==> src/rtl/mem_access_stage.sv <==
// Memory-access stage after the ALU: byte/half/word loads and stores against a
// variable-latency data memory, with misalignment and timeout reporting.
module mem_access_stage #(
  parameter int TIMEOUT_CYCLES = 16,
  parameter int ADDR_W         = 32
) (
  input  logic              clk,
  input  logic              reset,
  input  logic              ex_valid,
  output logic              ex_ready,
  input  logic [ADDR_W-1:0] alu_result,
  input  logic [31:0]       store_data,
  input  logic              mem_en,
  input  logic [2:0]        mem_op,
  input  logic [4:0]        rd_in,
  input  logic              reg_write_in,
  output logic              dm_req,
  output logic              dm_we,
  output logic [ADDR_W-1:0] dm_addr,
  output logic [3:0]        dm_be,
  output logic [31:0]       dm_wdata,
  input  logic              dm_ack,
  input  logic [31:0]       dm_rdata,
  output logic              wb_valid,
  output logic [4:0]        wb_rd,
  output logic [31:0]       wb_data,
  output logic              wb_reg_write,
  output logic              err
);

  localparam logic [2:0] OP_LW  = 3'b000;
  localparam logic [2:0] OP_LH  = 3'b001;
  localparam logic [2:0] OP_LHU = 3'b010;
  localparam logic [2:0] OP_LB  = 3'b011;
  localparam logic [2:0] OP_LBU = 3'b100;
  localparam logic [2:0] OP_SW  = 3'b101;
  localparam logic [2:0] OP_SH  = 3'b110;
  localparam logic [2:0] OP_SB  = 3'b111;

  localparam int CNT_W = (TIMEOUT_CYCLES > 1) ? $clog2(TIMEOUT_CYCLES) : 1;
  localparam logic [CNT_W-1:0] CNT_LAST = CNT_W'(TIMEOUT_CYCLES - 1);

  typedef enum logic {IDLE, ACCESS} state_t;

  function automatic logic is_store(input logic [2:0] op);
    return op[2] && (op[1:0] != 2'b00);
  endfunction

  function automatic logic is_misaligned(input logic [2:0] op, input logic [1:0] a);
    case (op)
      OP_LW, OP_SW:         return a != 2'b00;
      OP_LH, OP_LHU, OP_SH: return a[0];
      default:              return 1'b0;
    endcase
  endfunction

  function automatic logic [3:0] store_be(input logic [2:0] op, input logic [1:0] a);
    case (op)
      OP_SH:   return a[1] ? 4'b1100 : 4'b0011;
      OP_SB:   return 4'b0001 << a;
      default: return 4'b1111;
    endcase
  endfunction

  function automatic logic [31:0] store_wdata(input logic [2:0] op, input logic [31:0] d);
    case (op)
      OP_SH:   return {2{d[15:0]}};
      OP_SB:   return {4{d[7:0]}};
      default: return d;
    endcase
  endfunction

  function automatic logic [31:0] load_extract(input logic [2:0] op, input logic [1:0] a,
                                               input logic [31:0] w);
    logic [15:0] half;
    logic [7:0]  byte_v;
    half = a[1] ? w[31:16] : w[15:0];
    case (a)
      2'b00:   byte_v = w[7:0];
      2'b01:   byte_v = w[15:8];
      2'b10:   byte_v = w[23:16];
      default: byte_v = w[31:24];
    endcase
    case (op)
      OP_LH:   return {{16{half[15]}}, half};
      OP_LHU:  return {16'h0000, half};
      OP_LB:   return {{24{byte_v[7]}}, byte_v};
      OP_LBU:  return {24'h000000, byte_v};
      default: return w;
    endcase
  endfunction

  state_t            state_q;
  logic [CNT_W-1:0]  cnt_q;
  logic [2:0]        op_q;
  logic [1:0]        off_q;
  logic [4:0]        rd_q;
  logic              rw_q;

  logic              ex_ready_q, dm_req_q, dm_we_q, wb_valid_q, wb_reg_write_q, err_q;
  logic [ADDR_W-1:0] dm_addr_q;
  logic [3:0]        dm_be_q;
  logic [31:0]       dm_wdata_q, wb_data_q;
  logic [4:0]        wb_rd_q;

  logic accept_d, misalign_d;

  assign accept_d   = ex_valid && ex_ready_q && (state_q == IDLE);
  assign misalign_d = is_misaligned(mem_op, alu_result[1:0]);

  always_ff @(posedge clk) begin
    if (reset) begin
      state_q        <= IDLE;
      cnt_q          <= '0;
      ex_ready_q     <= 1'b0;
      dm_req_q       <= 1'b0;
      dm_we_q        <= 1'b0;
      dm_addr_q      <= '0;
      dm_be_q        <= 4'b0000;
      dm_wdata_q     <= 32'h0;
      wb_valid_q     <= 1'b0;
      wb_rd_q        <= 5'd0;
      wb_data_q      <= 32'h0;
      wb_reg_write_q <= 1'b0;
      err_q          <= 1'b0;
    end else begin
      wb_valid_q <= 1'b0;
      err_q      <= 1'b0;
      case (state_q)
        IDLE: begin
          ex_ready_q <= 1'b1;
          if (accept_d) begin
            if (!mem_en) begin
              wb_valid_q     <= 1'b1;
              wb_data_q      <= 32'(alu_result);
              wb_rd_q        <= rd_in;
              wb_reg_write_q <= reg_write_in;
            end else if (misalign_d) begin
              wb_valid_q     <= 1'b1;
              err_q          <= 1'b1;
              wb_data_q      <= 32'h0;
              wb_rd_q        <= rd_in;
              wb_reg_write_q <= 1'b0;
            end else begin
              // Request fields are frozen here and held for the whole access.
              state_q    <= ACCESS;
              ex_ready_q <= 1'b0;
              cnt_q      <= '0;
              dm_req_q   <= 1'b1;
              dm_we_q    <= is_store(mem_op);
              dm_addr_q  <= {alu_result[ADDR_W-1:2], 2'b00};
              dm_be_q    <= is_store(mem_op) ? store_be(mem_op, alu_result[1:0]) : 4'b1111;
              dm_wdata_q <= is_store(mem_op) ? store_wdata(mem_op, store_data) : 32'h0;
              op_q       <= mem_op;
              off_q      <= alu_result[1:0];
              rd_q       <= rd_in;
              rw_q       <= reg_write_in;
            end
          end
        end
        ACCESS: begin
          // An ack in the final timeout cycle takes priority over the abort.
          if (dm_ack) begin
            state_q    <= IDLE;
            ex_ready_q <= 1'b1;
            dm_req_q   <= 1'b0;
            wb_valid_q <= 1'b1;
            wb_rd_q    <= rd_q;
            if (is_store(op_q)) begin
              wb_data_q      <= 32'h0;
              wb_reg_write_q <= 1'b0;
            end else begin
              wb_data_q      <= load_extract(op_q, off_q, dm_rdata);
              wb_reg_write_q <= rw_q;
            end
          end else if (cnt_q == CNT_LAST) begin
            state_q        <= IDLE;
            ex_ready_q     <= 1'b1;
            dm_req_q       <= 1'b0;
            wb_valid_q     <= 1'b1;
            err_q          <= 1'b1;
            wb_rd_q        <= rd_q;
            wb_data_q      <= 32'h0;
            wb_reg_write_q <= 1'b0;
          end else begin
            cnt_q <= cnt_q + 1'b1;
          end
        end
        default: state_q <= IDLE;
      endcase
    end
  end

  assign ex_ready     = ex_ready_q;
  assign dm_req       = dm_req_q;
  assign dm_we        = dm_we_q;
  assign dm_addr      = dm_addr_q;
  assign dm_be        = dm_be_q;
  assign dm_wdata     = dm_wdata_q;
  assign wb_valid     = wb_valid_q;
  assign wb_rd        = wb_rd_q;
  assign wb_data      = wb_data_q;
  assign wb_reg_write = wb_reg_write_q;
  assign err          = err_q;

endmodule

==> config.mk <==
export PLATFORM = sky130hd
export DESIGN_NAME = mem_access_stage
export DESIGN_NICKNAME = d
export VERILOG_FILES = /design/src/rtl/mem_access_stage.sv
export SDC_FILE = /design/constraint.sdc
export NUM_CORES = 1
export LEC_CHECK = 0
export ABC_AREA = 0
export BUFFER_PORTS_ARGS = -buffer_cell sky130_fd_sc_hd__buf_2
export CORE_MARGIN = 3
export CORE_UTILIZATION = 53
export DETAILED_ROUTE_END_ITERATION = 8
export PLACE_DENSITY = 0.9
export SLEW_MARGIN = 40
export SYNTH_ARGS = -nofsm -noshare
export SYNTH_HDL_FRONTEND = slang
export SYNTH_SLANG_ARGS = --single-unit
==> constraint.sdc <==
create_clock -name clk -period 3.5 [get_ports clk]
set_input_delay 0.525 -clock clk [delete_from_list [all_inputs] [get_ports clk]]
set_output_delay 0.525 -clock clk [all_outputs]
set_load 0.005 [all_outputs]
==> results.md, run 1 <==
- Compared with the post-synthesis result, the final layout area differs by 27.9%.
- Pin placement for this block handled 221 I/O pins.
- No sink is reached through more buffers than the 2 on the longest clock path.
- The routed design has 19500 µm of wire.
- The layout filler cell count is 780.
- The signal arrival time at the worst endpoint is 2.94 ns.
- For this run, the number of Yosys warnings is 0.
- The clock sink total is 125.
- Across the run, the number of max-cap violations was 0.
- The number of enable flip-flop cells after synthesis is 11.
- After synthesis, flip-flops and latches occupy 44.1% of the total area.
- After detailed routing, the number of vias per cell comes to 6.24.
- Counting instances, the worst hold path has a depth of 1.
- The count of buffers added by post-CTS timing repair for setup is 0.
- The root buffer cell chosen for the clock tree is sky130_fd_sc_hd__clkbuf_8.
- The total CTS buffers is 17.
- The clock tree from TritonCTS is yes.
- The total global-route track usage is 30.0%.
- The number of unique standard cell types used by synthesis is 52.
- The area of the mapped netlist is 0.00593 mm².
- The cell family with the largest share of critical-path delay is compound AO/OA/AOI/OAI gates.
- Once detail routing completed, the nets flagged for antenna violations numbered 0.
- The number of gates resized after CTS was 0.
- The final weighted congestion in routability-driven placement is 0.994.
- The slew of the pin with the lowest slew margin is 0.828 ns.
- The number of global-route vias before repair came to 5862.
- The power per cell area is 473 mW/mm².
- In the final routed layout, each cell accounts on average for 19.7 µm.
- The number of buffers added to fix hold violations after cts is 0.
- The die outline width is 112 µm.
- At the end of the flow, the number of nets in the layout was 956.
- In the final layout, the share of cells above drive strength 1 is 32.8%.
- The number of antenna cells inserted is 0.
- The run finished with clean final reports.
- The post-route clock skew is 0.00709 ns.
- Along the worst path, the maximum fanout reaches 16.
- The row count is 37.
- The final period utilization is 73.7%.
- The sequential share of power is 43.0%.
- For this run, the top clock speed supported by timing is 0.388 GHz.
- Summed over all layers, the global routing overflow is 0.
- The internal power consumption is 2.61 mW.
- Before CTS, the worst setup slack after placement is 0.738 ns.
- Summing over every cut layer, the via total after detailed routing is 6204.
- Measured against its own limit, the worst slew margin works out to 44.7%.
- The met3 usage is 7.77%.
- At the later pin of the worst-skew pair, clock insertion delay measures 0.51 ns.
- The number of gates on the worst path with buffers counted is 5.
- The initial antenna violation count is 0.
- The wire-length estimate of the detail-placed layout is 13400 µm.
- The initial utilization of the core area, before any placement, comes to 55.9%.
- For this block, the initial DRC count from the detailed router was 594.
- The smallest setup slack after layout is 0.922 ns.
- The total negative setup slack is 0 ns.
- After detailed routing, the number of remaining DRC violations is 0.
- STA classifies the critical path endpoint as a flip-flop.
- For this run, the slowest stage of the critical path takes 0.71 ns.
- The first-pass iteration count of the detailed router is 6.
- The worst path needs 2.58 ns of the cycle, external delays included.
- The number of cells on the worst reg-to-reg path is 5.
- Summing all placed instances gives a cell area of 0.00703 mm².
- Entering global routing, the biggest net connects 48 pins.
- The net switching power figure is 973 µW.
- The synthesis-stage register bit count is 125.
- The routing usage on met1 is 38.5%.
- The switching part of the total power is 27.1%.
- Clock-pin slew was measured on the worst setup and hold paths at 0.06 ns.
- The H-tree level count is 4.
- The critical path goes through mux4_2 -> a211oi_4 -> a21oi_2 -> o21ai_0 -> a31oi_1.
- After technology mapping, the gate count stands at 654.
- The global-route wire length before repair is 30400 µm.
- Global routing consumed, on the met2 layer, 47.3% of the routing resources.
- The layer carrying the most global-route usage is met2.
- Setup violations remaining at the end of the flow were counted as 0.
- The number of slew-limit violations in the final report is 0.
- The maximum resistive drop on vdd is 237 µV.
- The area of all placed cells without fillers is 0.00758 mm².
- The most frequently used flop master after synthesis is sky130_fd_sc_hd__dfxtp_1.
- The area of the die is 0.0125 mm².
- Setup repair after global routing left no endpoint under its margin.
- The floorplan die height is 112 µm.
- The critical path contains buffers and inverters numbering 0 combined.
- The min-delay analysis places its worst path in the category in2reg.
- The fraction of power consumed by combinational cells is 12.2%.
- The count of final hold-check violations was 0.
- Each instance of the synthesized netlist takes up on average 9.06 µm².
- Among all stages on the critical path, the largest delay is contributed by sky130_fd_sc_hd__edfxtp_1.
- The worst setup path is launched from a flip-flop.
- The number of port buffers is 218.
- The core region area is 0.0106 mm².
- After synthesis, the share of flip-flops with an asynchronous set or reset is 0%.
- In this run, the clock network consumes 44.8% of the power.
- The total leakage power is 3.44 nW.
- The required arrival time at the worst endpoint is 3.86 ns.
- The worst setup path is of the reg2reg kind.
## worst paths after layout
| path | endpoint | start | slack (ns) |
|---|---|---|---|
| max | wb_data[30] | off_q[0] | 0.92 |
| min | rd_q[3] | rd_in[3] | 0.21 |
| max reg2reg | wb_data[30] | off_q[0] | 0.92 |
| min reg2reg | dm_addr[17] | dm_addr[17] | 0.45 |
## state kept, by name, indices dropped and copies added, names as in the netlist, 2 cells and up
name      cells
dm_addr      30
wb_rd         5
dm_wdata     32
off_q         2
op_q          3
wb_data      32
rd_q          5
cnt_q         4
dm_be         4
## layout make-up
| cell class | count | area, µm² | area share, % |
|---|---|---|---|
| multi-input combinational | 467 | 3040 | 40.2 |
| sequential | 125 | 2610 | 34.5 |
| timing repair buffer | 232 | 1200 | 15.8 |
| clock buffer | 18 | 439 | 5.80 |
| tap | 136 | 170 | 2.25 |
| clock inverter | 14 | 108 | 1.42 |
| inverter | 2 | 7.51 | 0.0991 |
## routing by layer
metal  vias to the layer above  wire [µm]
li1                       2810          -
met1                      2873       7520
met2                       435       9060
met3                        86       2140
met4                         0        826
met5                         -          0
## logic make-up (layout without fill, tap and decap cells)
group | Yosys count | count (layout) | synth area share [%]
muxes | 39 | 39 | 8.30
AOI/OAI and AO/OA | 242 | 242 | 28.0
other | 1 | 2 | 0.0633
and+or+nand+nor | 182 | 182 | 14.3
buffers and inverters | 63 | 266 | 4.92
adders and majority gates | 1 | 1 | 0.211
xor gates and xnor gates | 1 | 1 | 0.148
DFF | 125 | 125 | 44.1
## synth_stat cells, drive strengths merged (2+ instances only)
| master | count | area [µm²] |
|---|---|---|
| dfxtp | 114 | 2280 |
| buf | 24 | 145 |
| and3 | 3 | 18.8 |
| o31ai | 32 | 240 |
| a31oi | 31 | 194 |
| nand2b | 23 | 144 |
| o2bb2ai | 8 | 70.1 |
| and2 | 2 | 12.5 |
| nand3 | 8 | 40.0 |
| o311a | 7 | 70.1 |
| nor2b | 16 | 100 |
| nand2 | 108 | 405 |
| inv | 2 | 7.51 |
| o211a | 5 | 50.1 |
| edfxtp | 11 | 330 |
| mux4 | 8 | 180 |
| a2bb2oi | 8 | 70.1 |
| a21o | 3 | 22.5 |
| clkbuf | 37 | 139 |
| o211ai | 7 | 52.6 |
| a22o | 8 | 70.1 |
| a22oi | 2 | 15.0 |
| o21a | 3 | 22.5 |
| a32o | 16 | 160 |
| a211oi | 7 | 65.1 |
| or3 | 2 | 12.5 |
| a21oi | 45 | 229 |
| mux2i | 30 | 300 |
| o21ai | 53 | 265 |
| o2111ai | 2 | 17.5 |
| nor2 | 12 | 47.6 |
| nor3 | 4 | 20.0 |
## cell usage in the layout (no fill, tap or decap), types with 17 or more instances in the layout
cell | Yosys | final
sky130_fd_sc_hd__buf_2 | 14 | 218
sky130_fd_sc_hd__dfxtp_1 | 114 | 114
sky130_fd_sc_hd__nand2_1 | 108 | 108
sky130_fd_sc_hd__o21ai_0 | 50 | 50
sky130_fd_sc_hd__a21oi_1 | 44 | 44
sky130_fd_sc_hd__o31ai_1 | 32 | 32
sky130_fd_sc_hd__a31oi_1 | 31 | 31
sky130_fd_sc_hd__mux2i_1 | 30 | 30
sky130_fd_sc_hd__nand2b_1 | 23 | 23
sky130_fd_sc_hd__clkbuf_16 | 0 | 17
## stage by stage
| step | utilization, % | power [mW] | instances | hold slack (ns) |
|---|---|---|---|---|
| global placement | 66.2 | 1.98 | 960 | 0.435 |
| finish | 71.5 | 3.59 | 994 | 0.206 |
| CTS | 71.5 | 3.59 | 994 | 0.194 |
| detailed placement | 66.3 | 1.99 | 962 | 0.434 |
| global route | 71.5 | 3.70 | 994 | 0.199 |
| floorplan | - | 1.79 | 655 | 0.451 |
## power by group through the flow
| stage | clock (mW) | sequential, mW | combinational, mW |
|---|---|---|---|
| after floorplan | 0 | 1.57 | 0.219 |
| after global placement | 0 | 1.57 | 0.415 |
| after detailed placement | 0 | 1.57 | 0.424 |
| after CTS | 1.61 | 1.54 | 0.432 |
| after global routing | 1.68 | 1.55 | 0.474 |
| final | 1.61 | 1.54 | 0.439 |
Power figures use the tool's default switching activity.
==> run 2, diff against run 1 <==
ABC_AREA = 1   (was 0)
CORE_UTILIZATION = 46   (was 53)
PLACE_DENSITY = 0.82   (was 0.9)
clock period = 2.24 ns   (was 3.5 ns; I/O delays follow)
==> results.md, run 2 <==
- Tracing the worst setup path back leads to its startpoint at off_q[0].
- The startpoint of the worst register-to-register path is off_q[0].
- The worst slew slack as a fraction of its limit is 52.9% (+8.1 points).
- The maximum resistive drop on vdd came to 452 µV (+91%).
- The layout filler cell count is 1265 (+62%).
- The final period utilization is 88.1% (+14 points).
- Summed over all instances, the cell type with the most area after synthesis is sky130_fd_sc_hd__dfxtp_1.
- The worst setup path is captured at a flip-flop.
- The tightest min-delay check is of the in2reg type.
- The insertion delay to the later sink of the worst-skew pair came to 0.41 ns (-0.10 ns).
- The element type at the critical path start is a flip-flop.
- The smallest setup slack after layout is 0.267 ns (-0.655 ns).
- The met3 usage is 8.10% (+0.33 points).
- The post-detailed-placement half-perimeter wirelength is 14800 µm (+10%).
- The mux cell area share after synthesis is 0.774% (-7.5 points).
- The source of the worst hold timing path is rd_in[4].
- The most frequently used cell type in the post-synthesis netlist is sky130_fd_sc_hd__nand2_1.
- The count of buffers added by post-CTS timing repair for setup is 0 (unchanged).
- The total CTS buffers is 17 (unchanged).
- The H-tree level count is 4 (unchanged).
- The share of the synthesized area in the top cell type came to 35.3% (-3.2 points).
- The total negative setup slack is 0 ns (unchanged).
- The total leakage power came to 4.52 nW (+31%).
- The adder and majority cell fraction of the synthesized area came to 0.193% (-0.018 points).
- The category of the most critical setup path is reg2reg.
- The number of cells upsized or downsized after cts was 0 (unchanged).
- The maximum number of buffers from clock root to sink is 2 (unchanged).
- The fraction of synthesized cell area in xor and xnor cells is 0.406% (+0.26 points).
- The number of buffers added to fix hold violations after cts is 0 (unchanged).
- The simple logic cell fraction of the synthesized area is 44.0% (+30 points).
- The routed wirelength normalized by instance count is 14.4 µm (-27%).
- The core region area is 0.0135 mm² (+27%).
- The proportion of synthesized chip area in sequential cells came to 40.4% (-3.7 points).
- The die outline width is 125 µm (+12%).
- The max-capacitance violation count was 0 (unchanged).
- The required arrival time at the worst endpoint is 2.55 ns (-1.31 ns).
- The final non-filler cell total is 1406 (+41%).
- The slew of the pin with the lowest slew margin is 0.705 ns (-0.124 ns).
- The final setup violation count is 0 (unchanged).
- The initial antenna violation count is 0 (unchanged).
- The run finished with clean final reports.
- The count of nets after finishing is 1328 (+39%).
- The number of port buffers is 218 (unchanged).
- The clock-pin slew on the worst setup and hold paths is 0.05 ns (about the same).
- The library cell used most frequently in the layout, excluding fill and tap cells, is sky130_fd_sc_hd__nand2_1.
- The async set-or-reset flop fraction in the synthesized netlist is 0% (unchanged).
- The largest net degree at the start of global routing is 52 (+8.3%).
- The number of enable flip-flop cells after synthesis came to 11 (unchanged).
- The final wirelength was 20200 µm (+3.6%).
- The maximum clock frequency is 0.507 GHz (+31%).
- The fraction of final layout cells sized beyond drive strength 1 is 23.9% (-8.8 points).
- In the post-synthesis netlist, the biggest area contributors are sky130_fd_sc_hd__dfxtp_1 (35%), sky130_fd_sc_hd__nand2_1 (26%), sky130_fd_sc_hd__nor2_1 (9.0%), sky130_fd_sc_hd__edfxtp_1 (5.1%), sky130_fd_sc_hd__o21ai_0 (4.4%).
- TritonCTS built the clock tree.
- The floorplan die height is 125 µm (+12%).
- The pre-CTS setup slack came to 0.324 ns (-0.414 ns).
- The global-route congestion overflow total is 0 (unchanged).
- The via density per instance is 5.02 (-20%).
- The final weighted congestion in routability-driven placement came to 0.965 (-3.0%).
- The instance count of the mapped netlist came to 1009 (+54%).
- The count of warnings emitted by yosys is 0 (unchanged).
- The power per cell area came to 700 mW/mm² (+48%).
- The number of slew-limit violations in the final report is 0 (unchanged).
- The mean instance size in the synthesized netlist came to 6.41 µm² (-29%).
- The post-route clock skew was 0.00501 ns (-0.00207 ns).
- Setup repair after global routing left no endpoint under its margin.
- The footprint of the multi-input gates is 0.00338 mm² (+11%).
- The count of vias placed by the detailed router was 7062 (+14%).
- The global-route wire length before repair came to 32200 µm (+6.0%).
- The storage element area is 0.00261 mm² (unchanged).
- The number of antenna-violating nets in the routed design came to 0 (unchanged).
- The met2 usage is 41.4% (-5.9 points).
- The count of final hold-check violations was 0 (unchanged).
- The signal arrival time at the worst endpoint is 2.28 ns (-0.66 ns).
- The post-route minimum period came to 1.97 ns (-0.605 ns).
- The final cell utilization of the core is 61.3% (-10 points).
- The cell chosen for the clock root is sky130_fd_sc_hd__clkbuf_16.
- The main combinational cell family by area after synthesis is simple AND/OR/NAND/NOR gates.
- The clock sink total was 125 (unchanged).
- The commonest cells after synthesis are sky130_fd_sc_hd__nand2_1 (442), sky130_fd_sc_hd__nor2_1 (155), sky130_fd_sc_hd__dfxtp_1 (114).
- The synthesis-stage register bit count was 125 (unchanged).
- The total global-route track usage came to 25.5% (-4.6 points).
- The area growth from synthesis to final layout is 28.0%.
- The routing usage on met1 is 31.9% (-6.6 points).
- The area of the mapped netlist came to 0.00647 mm² (+9.2%).
- The first-pass iteration count of the detailed router is 5 (-1).
- The number of global-route vias before repair is 6448 (+10%).
- The row count is 42 (+14%).
- The area of the die is 0.0155 mm² (+24%).
- The compound-cell area share of the yosys netlist came to 6.67% (-21 points).
- In the layout the commonest cells are sky130_fd_sc_hd__nand2_1 (442), sky130_fd_sc_hd__buf_2 (218), sky130_fd_sc_hd__nor2_1 (155).
- In this run the most used layer during global routing was met2.
- The number of placed instances with taps included is 1374 (+43%).
- The most frequently used flop master after synthesis is sky130_fd_sc_hd__dfxtp_1.
- The effective utilization at floorplan is 47.9% (-8.0 points).
- The number of antenna cells inserted is 0 (unchanged).
- The I/O pin count is 221 (unchanged).
- The remaining routing DRC violations came to 0 (unchanged).
- The largest fanout of any net on the critical path is 16 (unchanged).
- The initial detailed-routing violation count was 609 (+2.5%).
- The number of unique standard cell types used by synthesis is 30 (-42%).
-- run 2: cell types whose count changed in the layout (fill, tap and decap cells not counted), sizes merged, moves of 25 or more --
cell / change
nand2: +343
a31oi: -31
mux2i: -25
nand3: +27
inv: +53
o31ai: -32
nand3b: +33
nor2: +150
-- run 2: worst max-delay path, stage by stage (launching register included) --
cell	delay, ns
sky130_fd_sc_hd__edfxtp_1	0.67
sky130_fd_sc_hd__nand2_4	0.18
sky130_fd_sc_hd__inv_4	0.14
sky130_fd_sc_hd__nand2_2	0.06
sky130_fd_sc_hd__nand2_1	0.10
sky130_fd_sc_hd__a21oi_4	0.08
sky130_fd_sc_hd__nor2_4	0.34
sky130_fd_sc_hd__nor2_1	0.10
sky130_fd_sc_hd__nor2_1	0.13
sky130_fd_sc_hd__nor2_1	0.05
-- run 2: metrics by stage --
stage	hold WS, ns	instance area (µm²)	total power [mW]
after floorplan	0.435	6470	2.83
after global placement	0.424	7700	3.15
after detailed placement	0.427	7710	3.16
after CTS	0.0960	8280	5.83
after global routing	0.0958	8280	6.03
final	0.114	8280	5.80
-- run 2: cells by family (layout without fill, tap and decap cells) --
| group | count (synthesis) | count (layout) |
|---|---|---|
| multiplexers | 5 | 5 |
| buffers and inverters | 108 | 328 |
| AO/OA/AOI/OAI | 81 | 81 |
| XOR/XNOR | 3 | 3 |
| AND/OR/NAND/NOR | 685 | 685 |
| adder cells (fa/ha/maj) | 1 | 1 |
| other | 1 | 2 |
| flip-flops | 125 | 125 |
-- run 2: final timing paths --
| path | endpoint | slack [ns] | cells after the start |
|---|---|---|---|
| setup / recovery | wb_data[29] | 0.27 | 9 |
| hold / removal | rd_q[4] | 0.11 | 1 |
| hold reg to reg | dm_addr[18] | 0.44 | 2 |
| setup reg to reg | wb_data[29] | 0.27 | 9 |
-- run 2: layout make-up --
cell class,count,area share [%]
tap,176,2.66
clock inverter,8,1.09
clock buffer,24,5.82
sequential,125,31.5
timing repair buffer,237,15.3
multi-input combinational,777,40.8
inverter,59,2.70
-- run 2: metal layers --
metal / wire [µm] / up-vias
met5: 0 / -
met4: 572 / 0
met3: 2080 / 38
met2: 9340 / 369
met1: 8260 / 3118
li1: - / 3537
-- run 2: where the power goes --
group / switching (mW) / leakage [nW] / internal [mW] / total, mW
clock: 0.966 / 0.288 / 1.71 / 2.68
sequential: 0.0439 / 1.03 / 2.34 / 2.39
combinational: 0.437 / 3.20 / 0.296 / 0.734
==> run 3, diff against run 2 <==
RECOVER_POWER = 50   (was unset)
==> results.md, run 3 (same netlist as run 2, synthesis figures left out) <==
- The internal power consumption is 4.34 mW (-0.40%).
- The worst hold slack after final layout was 0.111 ns (-0.00267 ns).
- The type of the most critical hold path is in2reg.
- The initial detailed-routing violation count came to 630 (+3.4%).
- The slowest cell on the critical path is sky130_fd_sc_hd__edfxtp_1.
- The fraction of final layout cells sized beyond drive strength 1 is 17.5% (-6.4 points).
- The largest fanout of any net on the critical path is 16 (unchanged).
- The post-route clock skew came to 0.00424 ns (-0.000779 ns).
- On the critical path the largest part of the delay comes from simple AND/OR/NAND/NOR gates.
- The maximum number of buffers from clock root to sink is 2 (unchanged).
- The worst slew slack as a fraction of its limit came to 52.7% (-0.13 points).
- The cell chosen for the clock root is sky130_fd_sc_hd__clkbuf_16.
- The most frequent standard cell in the layout excluding fill and tap cells is sky130_fd_sc_hd__nand2_1.
- The floorplan die height is 125 µm (unchanged).
- The signal arrival time at the worst endpoint is 2.27 ns (about the same).
- The total CTS buffers came to 17 (unchanged).
- Walking the worst path, the cells encountered are nand2_4 -> inv_4 -> nand2_2 -> nand2_1 -> a21oi_4 -> nor2_4 -> nor2_1 -> nor2_1 -> nor2_1.
- The storage element area is 0.00261 mm² (unchanged).
- Setup repair after global routing left no endpoint under its margin.
- The number of buffers and inverters on the critical path is 1 (unchanged).
- The post-detailed-placement half-perimeter wirelength was 14800 µm (unchanged).
- The sequential share of power is 41.3% (about the same).
- The global-route wire length before repair came to 32200 µm (unchanged).
- The number of antenna cells inserted is 0 (unchanged).
- The reg-to-reg critical path endpoint is wb_data[29].
- Leaving out fill and tap cells, the most frequent cells in the layout are sky130_fd_sc_hd__nand2_1 (442), sky130_fd_sc_hd__nor2_1 (155), sky130_fd_sc_hd__buf_2 (140).
- The cell depth of the worst flop-to-flop path was 9 (unchanged).
- In this run the critical register-to-register path is launched from off_q[0].
- The I/O pin count was 221 (unchanged).
- The number of antenna-violating nets in the routed design was 0 (unchanged).
- The clock sink total was 125 (unchanged).
- The global-route congestion overflow total is 0 (unchanged).
- The number of slew-limit violations in the final report is 0 (unchanged).
- The number of cells upsized or downsized after cts came to 0 (unchanged).
- The power per cell area came to 707 mW/mm² (+0.96%).
- The final weighted congestion in routability-driven placement is 0.965 (unchanged).
- The die outline width is 125 µm (unchanged).
- The layout filler cell count was 1308 (+3.4%).
- The maximum cell stage delay along the critical path is 0.67 ns (about the same).
- The initial antenna violation count was 0 (unchanged).
- The largest net degree at the start of global routing came to 52 (unchanged).
- The source of the worst hold timing path is rd_in[4].
- The effective utilization at floorplan is 47.9% (unchanged).
- The fraction of power consumed by combinational cells is 12.4% (-0.2 points).
- The row count is 42 (unchanged).
- The H-tree level count is 4 (unchanged).
- The clock-pin slew on the worst setup and hold paths is 0.05 ns (about the same).
- By instance count, the cell type seen most on the critical path is sky130_fd_sc_hd__nor2_1.
- The worst setup path is launched from a flip-flop.
- The footprint of the multi-input gates is 0.00338 mm² (about the same).
- The number of cells on the worst hold path was 1 (unchanged).
- The remaining routing DRC violations is 0 (unchanged).
- The count of vias placed by the detailed router is 7071 (+0.13%).
- The final wirelength is 20300 µm (+0.22%).
- The total global-route track usage came to 25.5% (unchanged).
- The number of port buffers came to 218 (unchanged).
- The maximum resistive drop on vdd is 455 µV (+0.63%).
- The count of nets after finishing came to 1328 (unchanged).
- The core region area is 0.0135 mm² (unchanged).
- The number of buffers added to fix hold violations after cts was 0 (unchanged).
- The count of final hold-check violations is 0 (unchanged).
- The total leakage power came to 4.20 nW (-7.0%).
- The switching part of the total power was 25.1% (+0.12 points).
- The first-pass iteration count of the detailed router is 6 (+1).
- The total chip power is 5.79 mW (-0.24%).
- For hold timing, the worst endpoint is rd_q[4].
- The post-route minimum period is 1.96 ns (-0.0130 ns).
- The via density per instance is 5.03 (+0.13%).
- The count of buffers added by post-CTS timing repair for setup is 0 (unchanged).
- The slew of the pin with the lowest slew margin is 0.706 ns (+0.00193 ns).
- The setup slack on the worst flop-to-flop path is 0.28 ns (about the same).
- The clock network power share is 46.3% (about the same).
- The total negative setup slack was 0 ns (unchanged).
- By startpoint and endpoint, the worst setup path is classified as reg2reg.
- The area of the die came to 0.0155 mm² (unchanged).
- The type of element capturing the critical path is a flip-flop.
- The flow ran to the end, and the final reports show no timing, DRC or antenna violations.
- The maximum clock frequency is 0.510 GHz (+0.66%).
- The final period utilization is 87.5% (-0.58 points).
- The number of global-route vias before repair is 6448 (unchanged).
- The final setup violation count was 0 (unchanged).
- The max-capacitance violation count was 0 (unchanged).
- The clock tree from TritonCTS is yes.
- Compared with the post-synthesis result, the final layout area differs by 26.5%.
- The net switching power figure is 1.45 mW (+0.22%).
- The required arrival time at the worst endpoint is 2.55 ns (about the same).
- The routed wirelength normalized by instance count is 14.4 µm (+0.22%).
- The insertion delay to the later sink of the worst-skew pair is 0.41 ns (about the same).
run 3: per-stage QoR:
stage	util, %	worst slack, ns	cells	area [µm²]
2_1_floorplan	-	0.598	1010	6470
3_3_place_gp	57.0	0.263	1374	7700
3_5_place_dp	57.1	0.324	1374	7710
4_1_cts	61.3	0.292	1406	8280
5_1_grt	60.6	0.128	1406	8180
6_report	60.6	0.280	1406	8180
run 3: worst register-to-register path, stage by stage, from the launching register on:
cell and delay [ns]:
sky130_fd_sc_hd__edfxtp_1 0.67, sky130_fd_sc_hd__nand2_4 0.18, sky130_fd_sc_hd__inv_4 0.14, sky130_fd_sc_hd__nand2_2 0.06
sky130_fd_sc_hd__nand2_1 0.10, sky130_fd_sc_hd__a21oi_4 0.08, sky130_fd_sc_hd__nor2_4 0.34, sky130_fd_sc_hd__nor2_1 0.11
sky130_fd_sc_hd__nor2_1 0.13, sky130_fd_sc_hd__nor2_1 0.05
run 3: worst max-delay path by stage:
| stage | start | endpoint | slack, ns | cells after the start |
|---|---|---|---|---|
| after floorplan | state_q | off_q[0] | 0.60 | 7 |
| after global placement | mem_op[0] | dm_wdata[19] | 0.26 | 7 |
| after detailed placement | off_q[0] | wb_data[27] | 0.32 | 9 |
| after CTS | off_q[0] | wb_data[29] | 0.29 | 9 |
| after global routing | off_q[0] | wb_data[28] | 0.13 | 9 |
| final | off_q[0] | wb_data[29] | 0.28 | 9 |
run 3: cell type report:
class / instances / share of cell area, %
Clock buffer: 24 / 5.89
Inverter: 59 / 2.74
Sequential cell: 125 / 31.9
Multi-Input combinational cell: 777 / 41.3
Timing Repair Buffer: 237 / 14.3
Clock inverter: 8 / 1.10
Tap cell: 176 / 2.69
run 3: power groups by stage:
stage | logic, mW | registers (mW) | clock network [mW]
floorplan | 0.395 | 2.44 | 0
global placement | 0.714 | 2.43 | 0
detailed placement | 0.723 | 2.43 | 0
CTS | 0.731 | 2.39 | 2.72
global route | 0.804 | 2.40 | 2.82
finish | 0.717 | 2.39 | 2.68
run 3: metal layers:
layer	part of all wire, %	GRT usage, %	vias to the layer above
li1	-	-	3538
met1	42	31.9	3166
met2	46	41.4	332
met3	9.3	8.10	35
met4	2.7	8.70	0
met5	0	0	-
